--- config.mk ---
export PLATFORM = sky130hd
export DESIGN_NAME = mix_columns_seq
export DESIGN_NICKNAME = d
export VERILOG_FILES = /design/src/rtl/aes_pkg.sv /design/src/rtl/mix_col_unit.sv /design/src/rtl/mix_columns_seq.sv
export SDC_FILE = /design/constraint.sdc
export NUM_CORES = 1
export LEC_CHECK = 0
export CORE_ASPECT_RATIO = 1.4
export CORE_MARGIN = 2
export CORE_UTILIZATION = 60
export CTS_BUF_LIST = sky130_fd_sc_hd__clkbuf_4 sky130_fd_sc_hd__clkbuf_8
export DETAILED_ROUTE_END_ITERATION = 7
export DONT_BUFFER_PORTS = 1
export GPL_ROUTABILITY_DRIVEN = 0
export PLACE_DENSITY_LB_ADDON = 0.1
export SLEW_MARGIN = 0
export SYNTH_ARGS = -nofsm -noshare
export SYNTH_HDL_FRONTEND = slang
export SYNTH_SLANG_ARGS = --single-unit
--- constraint.sdc ---
create_clock -name clk -period 7.75 [get_ports clk]
set_input_delay 1.55 -clock clk [delete_from_list [all_inputs] [get_ports clk]]
set_output_delay 1.55 -clock clk [all_outputs]
set_load 0.05 [all_outputs]
--- src/rtl/aes_pkg.sv ---
// Shared AES definitions for the MixColumns datapath: state geometry,
// FSM encoding, GF(2^8) helpers and the circulant coefficient rows.
package aes_pkg;

  localparam int STATE_W = 128;
  localparam int NCOLS   = 4;

  typedef enum logic [1:0] {
    IDLE = 2'd0,
    BUSY = 2'd1,
    DONE = 2'd2
  } state_e;

  // Circulant first rows, element [0] applies to the column's own row.
  localparam logic [3:0][7:0] FWD_COEF = {8'h01, 8'h01, 8'h03, 8'h02};
  localparam logic [3:0][7:0] INV_COEF = {8'h09, 8'h0d, 8'h0b, 8'h0e};

  // Multiply by x modulo x^8 + x^4 + x^3 + x + 1 (0x11b).
  function automatic logic [7:0] xtime(input logic [7:0] a);
    return {a[6:0], 1'b0} ^ (a[7] ? 8'h1b : 8'h00);
  endfunction

  // Shift-and-add GF(2^8) product; folds to a few XORs for constant b.
  function automatic logic [7:0] gf_mul(input logic [7:0] a, input logic [7:0] b);
    logic [7:0] p;
    logic [7:0] x;
    p = '0;
    x = a;
    for (int i = 0; i < 8; i++) begin
      if (b[i]) p = p ^ x;
      x = xtime(x);
    end
    return p;
  endfunction

endpackage

--- src/rtl/mix_col_unit.sv ---
// One-column MixColumns: 32-bit column (row 0 in the MSB byte) times the
// forward or inverse circulant. Inverse coefficients exist only when
// MIXCOL_INV_EN is defined; otherwise inv_i is ignored.
module mix_col_unit
  import aes_pkg::*;
(
  input  logic [31:0] col_i,
  input  logic        inv_i,
  output logic [31:0] col_o
);

  logic [3:0][7:0] coef;

`ifdef MIXCOL_INV_EN
  assign coef = inv_i ? INV_COEF : FWD_COEF;
`else
  logic unused_inv;
  assign unused_inv = inv_i;
  assign coef       = FWD_COEF;
`endif

  // Row r of the result: XOR over k of coef[(k - r) mod 4] * a[k].
  always_comb begin
    // NOTE: every output gets a default before any conditional/loop write,
    // so the block stays purely combinational (no latch inferred).
    col_o = '0;
    for (int r = 0; r < 4; r++) begin
      logic [7:0] acc;
      acc = '0;
      for (int k = 0; k < 4; k++) begin
        acc = acc ^ gf_mul(col_i[8*(3-k) +: 8], coef[2'(k - r)]);
      end
      col_o[8*(3-r) +: 8] = acc;
    end
  end

endmodule

--- src/rtl/mix_columns_seq.sv ---
// Sequential AES MixColumns: accepts a 128-bit state, transforms
// COLS_PER_CYCLE columns per BUSY cycle in place, then presents the result
// in DONE until the consumer takes it. Macro MIXCOL_INV_EN adds the
// inverse transform selected by in_inv; without it every block is forward.
module mix_columns_seq
  import aes_pkg::*;
#(
  parameter int COLS_PER_CYCLE = 1
) (
  input  logic               clk,
  input  logic               rst,
  input  logic               in_valid,
  output logic               in_ready,
  input  logic               in_inv,
  input  logic [STATE_W-1:0] in_state,
  output logic               out_valid,
  input  logic               out_ready,
  output logic [STATE_W-1:0] out_state
);

  localparam logic [1:0] CNT_STEP = 2'(COLS_PER_CYCLE);
  localparam logic [1:0] LAST_CNT = 2'(NCOLS - COLS_PER_CYCLE);

  state_e             state_q, state_d;
  logic [1:0]         cnt_q, cnt_d;
  logic [STATE_W-1:0] data_q, data_d;
  logic               accept;
  logic               mode;

  logic [COLS_PER_CYCLE-1:0][1:0]  col_idx;
  logic [COLS_PER_CYCLE-1:0][31:0] col_in;
  logic [COLS_PER_CYCLE-1:0][31:0] col_out;

  assign in_ready  = !rst && ((state_q == IDLE) || ((state_q == DONE) && out_ready));
  assign accept    = in_valid && in_ready;
  assign out_valid = (state_q == DONE);
  assign out_state = data_q;

`ifdef MIXCOL_INV_EN
  logic inv_q;

  // Latch the mode at accept so later in_inv changes cannot reach the block in flight.
  always_ff @(posedge clk) begin
    if (rst)         inv_q <= 1'b0;
    else if (accept) inv_q <= in_inv;
  end

  assign mode = inv_q;
`else
  logic unused_in_inv;
  assign unused_in_inv = in_inv;
  assign mode          = 1'b0;
`endif

  // Pick the columns addressed by the counter; column c sits at bits [127-32c -: 32].
  always_comb begin
    col_idx = '0;
    col_in  = '0;
    for (int j = 0; j < COLS_PER_CYCLE; j++) begin
      col_idx[j] = cnt_q + 2'(j);
      col_in[j]  = data_q[{~col_idx[j], 5'b00000} +: 32];
    end
  end

  for (genvar g = 0; g < COLS_PER_CYCLE; g++) begin : g_unit
    mix_col_unit u_col (
      .col_i (col_in[g]),
      .inv_i (mode),
      .col_o (col_out[g])
    );
  end

  // Next-state logic: accept, in-place column update, output handshake.
  always_comb begin
    state_d = state_q;
    cnt_d   = cnt_q;
    data_d  = data_q;
    case (state_q)
      IDLE: begin
        if (accept) begin
          data_d  = in_state;
          cnt_d   = 2'd0;
          state_d = BUSY;
        end
      end
      BUSY: begin
        for (int j = 0; j < COLS_PER_CYCLE; j++) begin
          data_d[{~col_idx[j], 5'b00000} +: 32] = col_out[j];
        end
        cnt_d = cnt_q + CNT_STEP;
        if (cnt_q == LAST_CNT) state_d = DONE;
      end
      DONE: begin
        if (out_ready) begin
          if (accept) begin
            data_d  = in_state;
            cnt_d   = 2'd0;
            state_d = BUSY;
          end else begin
            state_d = IDLE;
          end
        end
      end
      default: state_d = IDLE;
    endcase
  end

  // State registers with synchronous reset taking priority over any handshake.
  always_ff @(posedge clk) begin
    // NOTE: sequential state uses non-blocking assignments so every register
    // samples the pre-edge values, independent of statement order.
    if (rst) begin
      state_q <= IDLE;
      cnt_q   <= 2'd0;
      // NOTE: the wide data register is reset as well because out_state must
      // read zero after reset; it is a register, not a RAM, so this is cheap.
      data_q  <= '0;
    end else begin
      state_q <= state_d;
      cnt_q   <= cnt_d;
      data_q  <= data_d;
    end
  end

endmodule

**Word-level counts from Yosys, hierarchy flattened**

Index checks and enable logic that the tools add are counted.

- Flip-flop bits (word level): 132
- Word-level logic and storage cells: 52

- Add/sub/neg operators: 2
- Eq/ne operators: 6
- Shift-type cells: 3
- Mux-type cells: 16
- Bitwise gates (word level): 13
- Reductions and logical operators: 9

Operators with widths:

| cell | count |
|---|---|
| one-hot mux 128 bit (3 select lines) | 1 |
| two-way mux 128 bit | 2 |
| bitwise mux 128 bit | 1 |
| variable shift 32 x 9 -> 128 bit, first input constant | 1 |
| indexed part select 128 x 8 -> 32 bit | 1 |
| indexed part select 32 x 9 -> 128 bit | 1 |
| bitwise XOR 8 bit | 11 |
| two-way mux 5 bit | 4 |
| one-hot mux 2 bit (3 select lines) | 2 |
| two-way mux 2 bit | 5 |
| negation 7 -> 9 bit | 1 |
| bitwise XOR 8 x 5 -> 8 bit | 1 |
| equality test 2 bit, second input constant | 2 |
| inequality test 2 bit, second input constant | 2 |
| logical AND 1 bit | 3 |
| AND reduction 3 bit | 1 |
| nonzero test 3 bit | 1 |
| adder 2 x 1 -> 2 bit, second input constant | 1 |
| equality test 2 x 1 -> 1 bit, second input constant | 1 |
| zero test 2 bit | 1 |
| inequality test 2 x 1 -> 1 bit, second input constant | 1 |
| inverter 2 bit | 1 |
| AND reduction 2 bit | 1 |
| zero test 1 bit | 1 |
| other kinds (2) | 2 |

**Longest topological paths before layout**

- Word-level depth: 9
- Gate-level depth with buffers: 11
- Mapped depth without buffers: 7

**Cells and area by module**

Synthesis repeated with hierarchy kept, for this count alone.

- Cells, all modules: 847
- Area, all modules: 8174.1 µm²

Modules (own cells, without submodules):

| module | times used | cells an instance | area each (µm²) |
|---|---|---|---|
| mix_columns_seq | 1 | 775 | 7408.4 |
| mix_col_unit | 1 | 72 | 765.7 |

**Worst setup path after synthesis**

OpenSTA, ideal clock, no wires.

- Kind: input to output
- Start point: in rst
- End point: out in_ready
- Arrival: 3.229 ns
- Data required time: 6.200 ns
- Setup slack: 2.971 ns
- Stages: 4
- Buffers on the path: 3
- Path through: clkbuf_1 -> clkbuf_1 -> clkbuf_1 -> nor3_1

- Cells in the longest elaborated chain, start to end: 2

RTL lines:

| what | line | text |
|---|---|---|
| from (decl) | mix_columns_seq.sv:11 | `input logic rst,` |
| zero test 1 bit | mix_columns_seq.sv:34 | `assign in_ready = !rst && ((state_q == IDLE) \|\| ((state_q == DONE) && out_ready));` |
| logical AND 1 bit | mix_columns_seq.sv:34 |  |
| to (decl) | mix_columns_seq.sv:13 | `output logic in_ready,` |

No other way between the ends.

**Worst setup path after layout**

Same ends and word-level chain as after synthesis.

==> impl_results.md <==
- Register bit total from synthesis: 132
- Leakage: 2.65 nW
- Unrepaired setup endpoints after global routing: false
- # diodes: 0
- CTS tree: done
- Clk pin slew, worst setup/hold paths: 0.08 ns
- Synth area leader: dfxtp_1
- DR DRC count: 0
- Routed wire length: 25,200 um
- CTS resizes: 0
- CP Launch Type: input pin
- Multi-input gate area: 0.00438 mm^2
- F_max: 261 MHz
- Largest net degree at the start of global routing: 135
- Layout cell share with drive strength beyond 1: 13.6%
- Top Ports: 263
- H-Tree Depth: 4
- Rows: 47
- Commonest non-fill, non-tap cells in the layout: 140 x nor2_1, 130 x dfxtp_1, 84 x a211oi_1
- Required @ worst endpoint: 6.20 ns
- Final hold slack: 0.749 ns
- Nets: 905
- Critical Path Sink Type: output pin
- Vias per Instance: 7.09
- Tcrit/Tclk final: 49.4%
- DRT iter0 DRCs: 709
- VDD IR max: 180 uV
- Commonest non-fill, non-tap cell in the layout: nor2_1
- Post-synth EDFFs: 0
- Register Area: 0.00265 mm^2
- Syn Inst Count: 812
- Worst skew pair latency: 0.45 ns
- Final critical-path required period: 3.83 ns
- Setup TNS: 0 ns
- Buf/Inv on CP: 0
- Synthesized area: 0.00730 mm^2
- Seq/Total Area, Yosys: 36.2%
- Syn Area/Cell: 8.99 um^2
- WP data arrival: 2.28 ns
- Initial Util: 61.7%
- Drt first pass iters: 5
- Outcome: complete, no violations
- Synth Warn #: 0
- Post-synth top area share: 36.2%
- Die Height: 134 um
- Slowest CP cell: nor3_2
- First-pass GRT wire length: 37,900 um
- Clock Skew: 0.0128 ns
- CTS root buf: clkbuf_8
- Core area: 0.0118 mm^2
- Top_reg_cell synth: dfxtp_1
- Post-Syn Nets: 949
- Fillers: 990
- Total power draw: 0.00264 W
- GR Util All Layers: 37.5%
- Vias in the first global route: 6,562
- Die Area: 0.0131 mm^2
- Post-CTS Repair Setup Buffers: 0
- Post-route ant nets: 0
- Critical Path, Cell by Cell: nor3_2
- Library cells used by synthesis: 43
- Maximum capacitance violations: 0
- Power per cell area: 340 mW/mm^2
- IO Port Bufs: 0
- Clock Tree Buf Depth: 2
- Final hold violations: 0
- # setup viols final: 0
- Hold/Removal Path Class: flop to flop
- Cts bufs inserted: 17
- Final Slew Violations: 0
- Max_slew headroom: 15.2%
- Slowest stage delay, CP: 0.71 ns
- Worst Path Class, Setup: input pin to output pin
- Hold_buf cts: 0
- Dpl hpwl: 16,700 um
- Grt total ovfl: 0
- CTS Sinks: 132
- Die Span X: 97.2 um
- Syn-to-layout area delta: 6.60%
- Wire per inst: 27.2 um
- Post-synth ARST share: 0%
- Largest cells by area after synthesis: dfxtp_1 36%, mux4_2 9.9%, a211oi_1 8.6%, nor2_1 7.2%, o21ai_0 4.9%
- Total number of vias: 6,576
- Crit-path max FO: 134
- Top Family by Delay on Critical Path: simple AND/OR/NAND/NOR gates
- Least-Margin Pin Slew: 1.27 ns
- Initial antenna violation count: 0
==> per-layer routing <==
metal	track usage, %	up-vias	part of all wire, %
met5	0	-	0
met4	18.3	0	3.5
met3	11.9	80	12
met2	63.7	483	51
met1	43.0	3134	34
li1	-	2879	-
==> report_power, final <==
part	switching [W]	internal, W
Sequential	0.000366	0.000761
Clock	0.000282	0.000428
Combinational	0.000475	0.000331
Total	0.00112	0.00152
==> state kept, by name (all words and copies together), names as in the netlist <==
signal     flops
out_state    128
cnt_q          2
state_q        2
==> area by class of cell <==
class | instances | area share [%]
clock buffer | 19 | 3.28
clock inverter | 12 | 2.94
inverter | 2 | 0.0965
multi-input combinational | 604 | 56.3
sequential | 132 | 34.0
tap | 147 | 2.36
timing repair buffer | 11 | 1.06
==> stage by stage <==
step | instance area (um^2) | worst slack, ns | util [%] | instances
after floorplan | 7300 | 2.97 | - | 812
after detailed placement | 7300 | 3.93 | 61.7 | 896
after CTS | 7780 | 3.93 | 65.8 | 927
after global placement | 7300 | 3.94 | 61.7 | 896
final | 7780 | 3.92 | 65.8 | 927
after global routing | 7780 | 3.91 | 65.8 | 927
==> logic make-up (layout without fill, tap and decap cells) <==
family / after synthesis / after routing / synth area share, %
AND/OR/NAND/NOR: 281 / 281 / 16.3
adder cells (fa/ha/maj): 4 / 4 / 0.686
multiplexers: 32 / 32 / 9.87
buffers and inverters: 76 / 44 / 4.66
AO/OA/AOI/OAI: 228 / 228 / 21.4
flip-flops: 132 / 132 / 36.2
XOR/XNOR: 59 / 59 / 10.8
==> cells in the mapped netlist (11+ instances only) <==
cell type    n
nor2_1     140
dfxtp_1    132
a211oi_1    84
nand2_1     76
o21ai_0     72
clkbuf_1    59
nor3_1      43
a221oi_1    37
mux4_2      32
xnor2_1     31
a21oi_1     15
xnor3_1     11
==> path summary, 6_finish.rpt <==
path / to / startpoint / slack (ns) / depth (start not counted)
min: out_state[127]$_SDFFE_PP0P_ / out_state[127]$_SDFFE_PP0P_ / 0.75 / 2
min reg2reg: out_state[127]$_SDFFE_PP0P_ / out_state[127]$_SDFFE_PP0P_ / 0.75 / 2
max reg2reg: out_state[5]$_SDFFE_PP0P_ / state_q[0]$_SDFFE_PP0P_ / 4.13 / 6
max: in_ready / rst / 3.92 / 1
Note: power is estimated with default switching activity, not from simulation.
